===== src/rtl/blinker_pkg.sv =====
// Shared types and constants for the LED pattern blinker.
// Mode encoding, FSM states and per-mode start patterns.
package blinker_pkg;

  typedef enum logic [1:0] {
    M_TOGGLE = 2'd0,
    M_ROTATE = 2'd1,
    M_BOUNCE = 2'd2,
    M_COUNT  = 2'd3
  } mode_e;

  typedef enum logic [2:0] {
    S_IDLE     = 3'd0,
    S_TOGGLE   = 3'd1,
    S_ROTATE   = 3'd2,
    S_BOUNCE_L = 3'd3,
    S_BOUNCE_R = 3'd4,
    S_COUNT    = 3'd5
  } state_e;

  localparam int MAX_W = 64;

  localparam logic [MAX_W-1:0] INIT_TOGGLE = '1;
  localparam logic [MAX_W-1:0] INIT_ROTATE = 64'd1;
  localparam logic [MAX_W-1:0] INIT_BOUNCE = 64'd1;
  localparam logic [MAX_W-1:0] INIT_COUNT  = '0;

  // Bounce always starts travelling left.
  function automatic state_e start_state(mode_e m);
    state_e s;
    unique case (m)
      M_TOGGLE: s = S_TOGGLE;
      M_ROTATE: s = S_ROTATE;
      M_BOUNCE: s = S_BOUNCE_L;
      M_COUNT:  s = S_COUNT;
    endcase
    return s;
  endfunction

endpackage


===== src/rtl/blinker_step_div.sv =====
// Step prescaler: divides upstream tick pulses by DIV.
// Emits a registered one-cycle step pulse; cleared while disabled.
module blinker_step_div #(
  parameter int DIV = 10
) (
  input  logic i_clk,
  input  logic i_rst,
  input  logic i_en,
  input  logic i_tick,
  output logic o_step
);

  localparam int CW = (DIV > 1) ? $clog2(DIV) : 1;
  localparam logic [CW-1:0] LAST = CW'(DIV - 1);

  logic [CW-1:0] r_cnt;
  logic          r_step;

  always_ff @(posedge i_clk) begin
    if (i_rst) begin
      r_cnt  <= '0;
      r_step <= 1'b0;
    end else if (!i_en) begin
      r_cnt  <= '0;
      r_step <= 1'b0;
    end else begin
      r_step <= 1'b0;
      if (i_tick) begin
        if (r_cnt == LAST) begin
          r_cnt  <= '0;
          r_step <= 1'b1;
        end else begin
          r_cnt <= r_cnt + CW'(1);
        end
      end
    end
  end

  assign o_step = r_step;

endmodule


===== src/rtl/blinker_pattern.sv =====
// LED pattern generator: toggle, rotate, bounce and count modes.
// Mode changes are buffered and take effect on a pattern step.
module blinker_pattern
  import blinker_pkg::*;
#(
  parameter int WIDTH = 8,
  parameter int DIV   = 10
) (
  input  logic             system1000,
  input  logic             system1000_rst,
  input  logic             tick_i,
  input  logic             en_i,
  input  logic [1:0]       mode_i,
  input  logic             mode_vld_i,
  output logic             mode_rdy_o,
  output logic [1:0]       cur_mode_o,
  output logic             step_o,
  output logic [WIDTH-1:0] led_o
);

  state_e           r_state;
  logic [WIDTH-1:0] r_led;
  mode_e            r_mode;
  logic             r_pv;
  mode_e            r_pm;
  logic             r_rdy;

  state_e           w_state_nxt;
  logic [WIDTH-1:0] w_led_nxt;
  mode_e            w_mode_nxt;
  logic             w_pv_nxt;
  mode_e            w_pm_nxt;

  logic             w_step;
  logic             w_accept;
  mode_e            w_req;
  mode_e            w_load_mode;
  logic [WIDTH-1:0] w_init;

  blinker_step_div #(
    .DIV(DIV)
  ) u_div (
    .i_clk  (system1000),
    .i_rst  (system1000_rst),
    .i_en   (en_i),
    .i_tick (tick_i),
    .o_step (w_step)
  );

  assign w_accept = mode_vld_i & r_rdy;
  assign w_req    = mode_e'(mode_i);

  // Leaving IDLE picks up a same-cycle request; otherwise the pending one.
  always_comb begin
    w_load_mode = r_pm;
    if (r_state == S_IDLE)
      w_load_mode = w_accept ? w_req : r_mode;
  end

  always_comb begin
    w_init = '0;
    unique case (w_load_mode)
      M_TOGGLE: w_init = WIDTH'(INIT_TOGGLE);
      M_ROTATE: w_init = WIDTH'(INIT_ROTATE);
      M_BOUNCE: w_init = WIDTH'(INIT_BOUNCE);
      M_COUNT:  w_init = WIDTH'(INIT_COUNT);
    endcase
  end

  always_ff @(posedge system1000) begin
    if (system1000_rst) begin
      r_state <= S_IDLE;
      r_led   <= '0;
      r_mode  <= M_TOGGLE;
      r_pv    <= 1'b0;
      r_pm    <= M_TOGGLE;
      r_rdy   <= 1'b1;
    end else begin
      r_state <= w_state_nxt;
      r_led   <= w_led_nxt;
      r_mode  <= w_mode_nxt;
      r_pv    <= w_pv_nxt;
      r_pm    <= w_pm_nxt;
      r_rdy   <= ~w_pv_nxt;
    end
  end

  always_comb begin
    w_state_nxt = r_state;
    w_led_nxt   = r_led;
    w_mode_nxt  = r_mode;
    w_pv_nxt    = r_pv;
    w_pm_nxt    = r_pm;

    if (!en_i) begin
      w_state_nxt = S_IDLE;
      w_led_nxt   = '0;
    end else if (r_state == S_IDLE) begin
      w_state_nxt = start_state(w_load_mode);
      w_led_nxt   = w_init;
    end else if (w_step) begin
      if (r_pv) begin
        w_mode_nxt  = r_pm;
        w_pv_nxt    = 1'b0;
        w_state_nxt = start_state(r_pm);
        w_led_nxt   = w_init;
      end else begin
        unique case (r_state)
          S_TOGGLE: w_led_nxt = ~r_led;
          S_ROTATE: w_led_nxt = {r_led[WIDTH-2:0], r_led[WIDTH-1]};
          S_BOUNCE_L: begin
            w_led_nxt = r_led << 1;
            if (r_led[WIDTH-2]) w_state_nxt = S_BOUNCE_R;
          end
          S_BOUNCE_R: begin
            w_led_nxt = r_led >> 1;
            if (r_led[1]) w_state_nxt = S_BOUNCE_L;
          end
          S_COUNT: w_led_nxt = r_led + WIDTH'(1);
          default: w_led_nxt = r_led;
        endcase
      end
    end

    // In IDLE a request is the mode; when running it waits for a step.
    if (w_accept) begin
      if (r_state == S_IDLE) begin
        w_mode_nxt = w_req;
      end else begin
        w_pv_nxt = 1'b1;
        w_pm_nxt = w_req;
      end
    end
  end

  always_comb begin
    mode_rdy_o = r_rdy;
    cur_mode_o = r_mode;
    step_o     = w_step;
    led_o      = r_led;
  end

endmodule


===== config.mk =====
export PLATFORM = sky130hd
export DESIGN_NAME = blinker_pattern
export DESIGN_NICKNAME = d
export VERILOG_FILES = /design/src/rtl/blinker_pkg.sv /design/src/rtl/blinker_step_div.sv /design/src/rtl/blinker_pattern.sv
export SDC_FILE = /design/constraint.sdc
export NUM_CORES = 1
export LEC_CHECK = 0
export BUFFER_PORTS_ARGS = -buffer_cell sky130_fd_sc_hd__buf_2
export CAP_MARGIN = 0
export CORE_UTILIZATION = 58
export DETAILED_ROUTE_END_ITERATION = 10
export PLACE_DENSITY = 0.81
export SYNTH_ARGS = -nofsm -noshare
export SYNTH_HDL_FRONTEND = slang
export SYNTH_HIERARCHICAL = 1
export SYNTH_SLANG_ARGS = --single-unit

===== constraint.sdc =====
create_clock -name system1000 -period 2.39 [get_ports system1000]
set_clock_uncertainty 0.05 [all_clocks]
set_input_delay 0.3585 -clock system1000 [delete_from_list [all_inputs] [get_ports system1000]]
set_output_delay 0.3585 -clock system1000 [all_outputs]
set_load 0.01 [all_outputs]

After elaboration in Yosys (flattened, before gate mapping)
Index checks and enable logic that the tools add are counted.

word-level totals
  bits in registers = 22
  input bits = 7
  word-level logic and storage cells = 70
  output and inout bits = 12

cells by class
  add/sub/neg operators = 2
  muxes and demuxes = 28
  reductions and logical operators = 12
  bitwise gates (word level) = 6
  eq/ne operators = 14

operators by type and width
  cell                   number
  $pmux W8 S5            1
  $mux W8                3
  $pmux W3 S4            2
  $pmux W8 S3            1
  $mux W2                8
  $mux W3                5
  $add A8 B1 Y8 const B  1
  $eq A2 B2 Y1 const B   4
  $ne A4 B4 Y1 const B   2
  $not A8 Y8             1
  $reduce_bool A7 Y1     1
  $eq A3 B2 Y1 const B   2
  $eq A3 B3 Y1 const B   2
  $mux W1                6
  $pmux W3 S2            1
  $add A4 B1 Y4 const B  1
  $eq A2 B1 Y1 const B   2
  $eq A4 B4 Y1 const B   1
  $logic_not A2 Y1       2
  $mux W4                1
  $not A1 Y1             4
  $reduce_and A2 Y1      2
  $reduce_and A4 Y1      1
  $reduce_bool A4 Y1     1
  6 further kinds        7

Longest topological paths before layout
  depth in word-level cells = 9
  mapped depth = 10
  mapped depth without buffers = 10

By module
The synthesis kept the hierarchy.

by module, submodules not included
  module            cells each  area an instance (µm²)  seq. area each (µm²)  times used
  blinker_pattern   184         1382.6                  340.3                 1
  blinker_step_div  23          215.2                   100.1                 1

Least setup slack after synthesis
Ideal clock, no wire load.

  path kind = register to register
  start point = register r_state[2]
  end point = register r_led[1] (netlist: led_o[1])
  required time = 2.202 ns
  buffers on the path = 0
  stages on the path, launching flop included = 10
  arrival time = 1.891 ns
  setup time = 0.138 ns
  path slack = 0.311 ns
  cells stage by stage = dfxtp_1 -> nor3_2 -> nor2_1 -> a21oi_1 -> inv_1 -> ha_1 -> nor3_1 -> a31oi_1 -> o21ai_0 -> a21oi_1

on the way
  cells in the longest elaborated chain, start to end = 8
  elaborated cells between the ends (all ways) = 20
  classes of those cells = eq/ne (8); mux (6); reduce/logical (6)

RTL lines
  element                                       RTL line                                      text
  from (decl)                                   blinker_pattern.sv:21                         state_e r_state;
  from (signal assigned)                        blinker_pattern.sv:79                         r_state <= w_state_nxt;
  $logic_not A3 Y1                              blinker_pattern.sv:56, blinker_pattern.sv:98
  $mux W2                                       blinker_pattern.sv:56                         if (r_state == S_IDLE)
  $eq A2 B2 Y1 or $eq A2 B1 Y1 (tied branches)  blinker_pattern.sv:62                         unique case (w_load_mode)
  $reduce_or A2 Y1 (no source line)             -
  $pmux W8 S3                                   blinker_pattern.sv:62
  $mux W8                                       blinker_pattern.sv:102                        if (r_pv) begin
  $mux W8                                       blinker_pattern.sv:101                        end else if (w_step) begin
  $mux W8                                       blinker_pattern.sv:98                         end else if (r_state == S_IDLE) begin
  to (signal assigned)                          blinker_pattern.sv:80                         r_led <= w_led_nxt;
  to (decl)                                     blinker_pattern.sv:22                         logic [WIDTH-1:0] r_led;

Several ways; a longest one is shown, not always the timed one. The select of a mux whose other input is x is not followed.
A chain may end at the register's enable or synchronous reset.

Final worst setup path
  start point = register r_state[2]
  end point = register r_led[3] (netlist: led_o[3])

The elaborated chain is that of the path after synthesis.

==> summary.md <==
| Metric | Value |
|---|---|
| Largest net degree at the start of global routing | `32` |
| Most common cell on crit path | `nor2_1` |
| DPL Wire Length | `2710 um` |
| DR WL/cell | `14.7 um` |
| Global placer's final weighted congestion | `about 0.84` |
| R2r startpoint | `r_state[2]` |
| Bufs and invs on worst path | `1` |
| Slowest library cell on the worst path | `dfxtp_1` |
| DRC viols | `0` |
| Worst skew pair latency | `~310 ps` |
| I/O pins | `19` |
| CTS Buf Count | `3` |
| RSZ-0062 raised after global routing | `false` |
| Placed Area | `about 1700 um^2` |
| Hold-critical path depth | `2` |
| Sequential area share after synthesis | `0.276` |
| Total track usage | `0.275` |
| FMAX | `between 0.4 and 0.5 GHz` |
| Die W | `about 54 um` |
| First drt pass iteration count | `5` |
| Placed cell count | `~250` |
| H-tree depth | `1` |
| Hold EP | `r_pm[0]` |
| Cells after Synth | `around 210` |
| Pwr Density | `approximately 1400 nW/um^2` |
| Crit path time final | `just over 2000 ps` |
| Clock power share | `0.088` |
| Ys Warns | `6` |
| GRT overflow | `0` |
| CTS Buffer Depth | `2` |
| Vias in the first global route | `1427` |
| Highest-count cells in the layout ignoring fill and taps | `22 x dfxtp_1, 21 x o21ai_0, 18 x nor2_1, 18 x buf_2, 16 x a21oi_1` |
| Post-Layout Inst Area | `roughly 1700 um^2` |
| Crit-path cells | `nor3_2, nor2_1, a21oi_1, inv_1, ha_1, nor3_1, a31oi_1, a2bb2oi_1, a311oi_1, nor2_1` |
| P_sw | `roughly 1.2 mW` |
| Final ANT Viol Nets | `0` |
| Startpoint type of the worst setup path | `flip-flop` |
| Comb pwr share | `0.619` |
| Crit Path Class | `flip-flop to flip-flop` |
| Vias | `about 1600` |
| HP Start | `system1000_rst` |
| Final period util | `0.851` |
| DIE AREA | `around 3000 um^2` |
| # setup viols final | `0` |
| Core area | `2540 um^2` |
| Starting DRT DRC Count | `41` |
| Outcome | `completed` |
| Die height | `~54 um` |
| # diodes | `0` |
| Delay-heaviest family, CP | `compound AO/OA/AOI/OAI gates` |
| CTS clk-pin slew, worst paths | `approximately 130 ps` |
| Crit end category | `flip-flop` |
| Syn_nets | `approximately 220` |
| CP Max Fanout | `3` |
| Pint | `1.24 mW` |
| Reg2reg path depth | `10` |
| Initial Util | `0.628` |
| R2r endpoint | `led_o[3]` |
| # Post-CTS Setup Buffers | `0` |
| Synth Flop Type | `dfxtp_1` |
| Final slew viol count | `0` |
| Critical Path Max Stage Delay | `~340 ps` |
| Syn avg cell area | `7.72 um^2` |
| Post-Route WL | `around 3700 um` |
| Vias/cell | `approximately 6.3` |
| Port bufs | `18` |
| Final nets | `roughly 240` |
| Synth unique cells | `45` |
| Number of cell rows | `18` |
| Clock sinks | `22` |
| Post-Syn Area | `approximately 1600 um^2` |
| Asr flop ratio synth | `0` |
| Antenna violations before repair | `0` |
| CTS Root Cell | `clkbuf_4` |
| Hold_ws | `roughly 240 ps` |
| Hold Vio Cnt, Final | `0` |
| Area delta synth->final | `8.93%` |
| Worst R2R Setup Slack | `about 360 ps` |
| First-pass GRT wire length | `5920 um` |
| Worst Tran Pin Value | `~640 ps` |
| Max transition margin | `0.575` |
| Seq pwr share | `0.294` |
| CTS tree | `yes` |
| Number of synthesized flops with an enable pin | `0` |
| Net Sw Frac | `0.490` |
| Leakage Power | `0.682 nW` |
| Layout cells sized above 1 | `0.158` |
| Leading cell type in the layout, fill and taps excluded | `dfxtp_1` |
| Maxcap violations | `0` |
| Min-Delay Path Class | `input port to flip-flop` |
| Synth Register Bits | `22` |
| WP data required | `between 2000 and 3000 ps` |
| Setup TNS | `0 ps` |
| VDD IR max | `between 0.9 and 1 mV` |
| Non-Filler Instances | `around 250` |
| Total power | `between 2 and 2.5 mW` |
| Worst EP arrival | `2200 ps` |
per-stage QoR:
stage                     setup WS, ps   util
after floorplan                    311      -
after global placement             352  0.668
after detailed placement           249  0.668
after CTS                          315  0.682
after global routing              55.4  0.684
final                              357  0.684
cell type report:
| class | count | area (um^2) |
|---|---|---|
| tap | 30 | 37.5 |
| clock buffer | 4 | 36.3 |
| sequential | 22 | 440 |
| fill | 228 | 805 |
| multi-input combinational | 163 | 1060 |
| timing repair buffer | 23 | 128 |
| inverter | 10 | 37.5 |
synthesized netlist by cell type (2+ instances only):
cell type	instances	area, um^2
a211oi_1	4	30.0
a21oi_1	17	85.1
a2bb2oi_1	2	17.5
a31oi_1	4	25.0
buf_1	2	7.51
buf_2	5	25.0
buf_4	3	22.5
clkbuf_1	2	7.51
dfxtp_1	22	440
ha_1	7	87.6
inv_1	10	37.5
mux2i_1	7	70.1
nand2_1	11	41.3
nand2b_1	5	31.3
nand3_1	11	55.1
nor2_1	18	67.6
nor2b_1	9	56.3
nor3_1	4	20.0
nor4b_1	2	17.5
o211ai_1	3	22.5
o21ai_0	21	105
o21bai_1	4	30.0
o221ai_1	4	35.0
o22ai_1	2	12.5
or3_1	3	18.8
xnor2_1	5	43.8
xor2_1	2	17.5
state kept, by name, indices dropped and copies added (netlist names):
signal,flops
cur_mode_o,2
led_o,8
mode_rdy_o,1
r_pm,2
r_pv,1
r_state,3
u_div/o_step,1
u_div/r_cnt,4
power groups by stage:
stage / combinational [mW] / sequential, mW / clock [mW]
after global routing: 1.69 / 0.739 / 0.228
after floorplan: 1.15 / 0.654 / 0
after CTS: 1.48 / 0.710 / 0.218
after detailed placement: 1.47 / 0.718 / 0
after global placement: 1.44 / 0.707 / 0
final: 1.50 / 0.713 / 0.213
repair_timing:
action,in CTS,in global routing
setup endpoints to repair,0,1
gates resized for setup,0,1
hold buffers,0,0
per-layer routing:
layer,vias to the layer above,GRT usage,share of wire
met4,0,0.107,0.0057
li1,791,-,-
met1,741,0.330,0.42
met5,-,0,0
met3,4,0.0417,0.059
met2,57,0.486,0.52
worst max-delay path by stage:
stage                     startpoint  endpoint  slack (ps)  cells past startpoint
final                     r_state[2]  led_o[3]         360                     10
after global routing      r_state[2]  led_o[3]          60                     10
after CTS                 r_state[2]  led_o[3]         320                     10
after detailed placement  mode_vld_i  led_o[3]         250                     11
after global placement    mode_vld_i  led_o[3]         350                     11
after floorplan           r_state[2]  led_o[1]         310                      9
cells by family after synthesis:
kind of cell | share of synthesized area
AO/OA/AOI/OAI | 0.284
XOR/XNOR | 0.0384
adder cells (fa/ha/maj) | 0.0548
buffers and inverters | 0.0626
flip-flops | 0.276
multiplexers | 0.0439
AND/OR/NAND/NOR | 0.240
(Power assumes the default switching activity.)
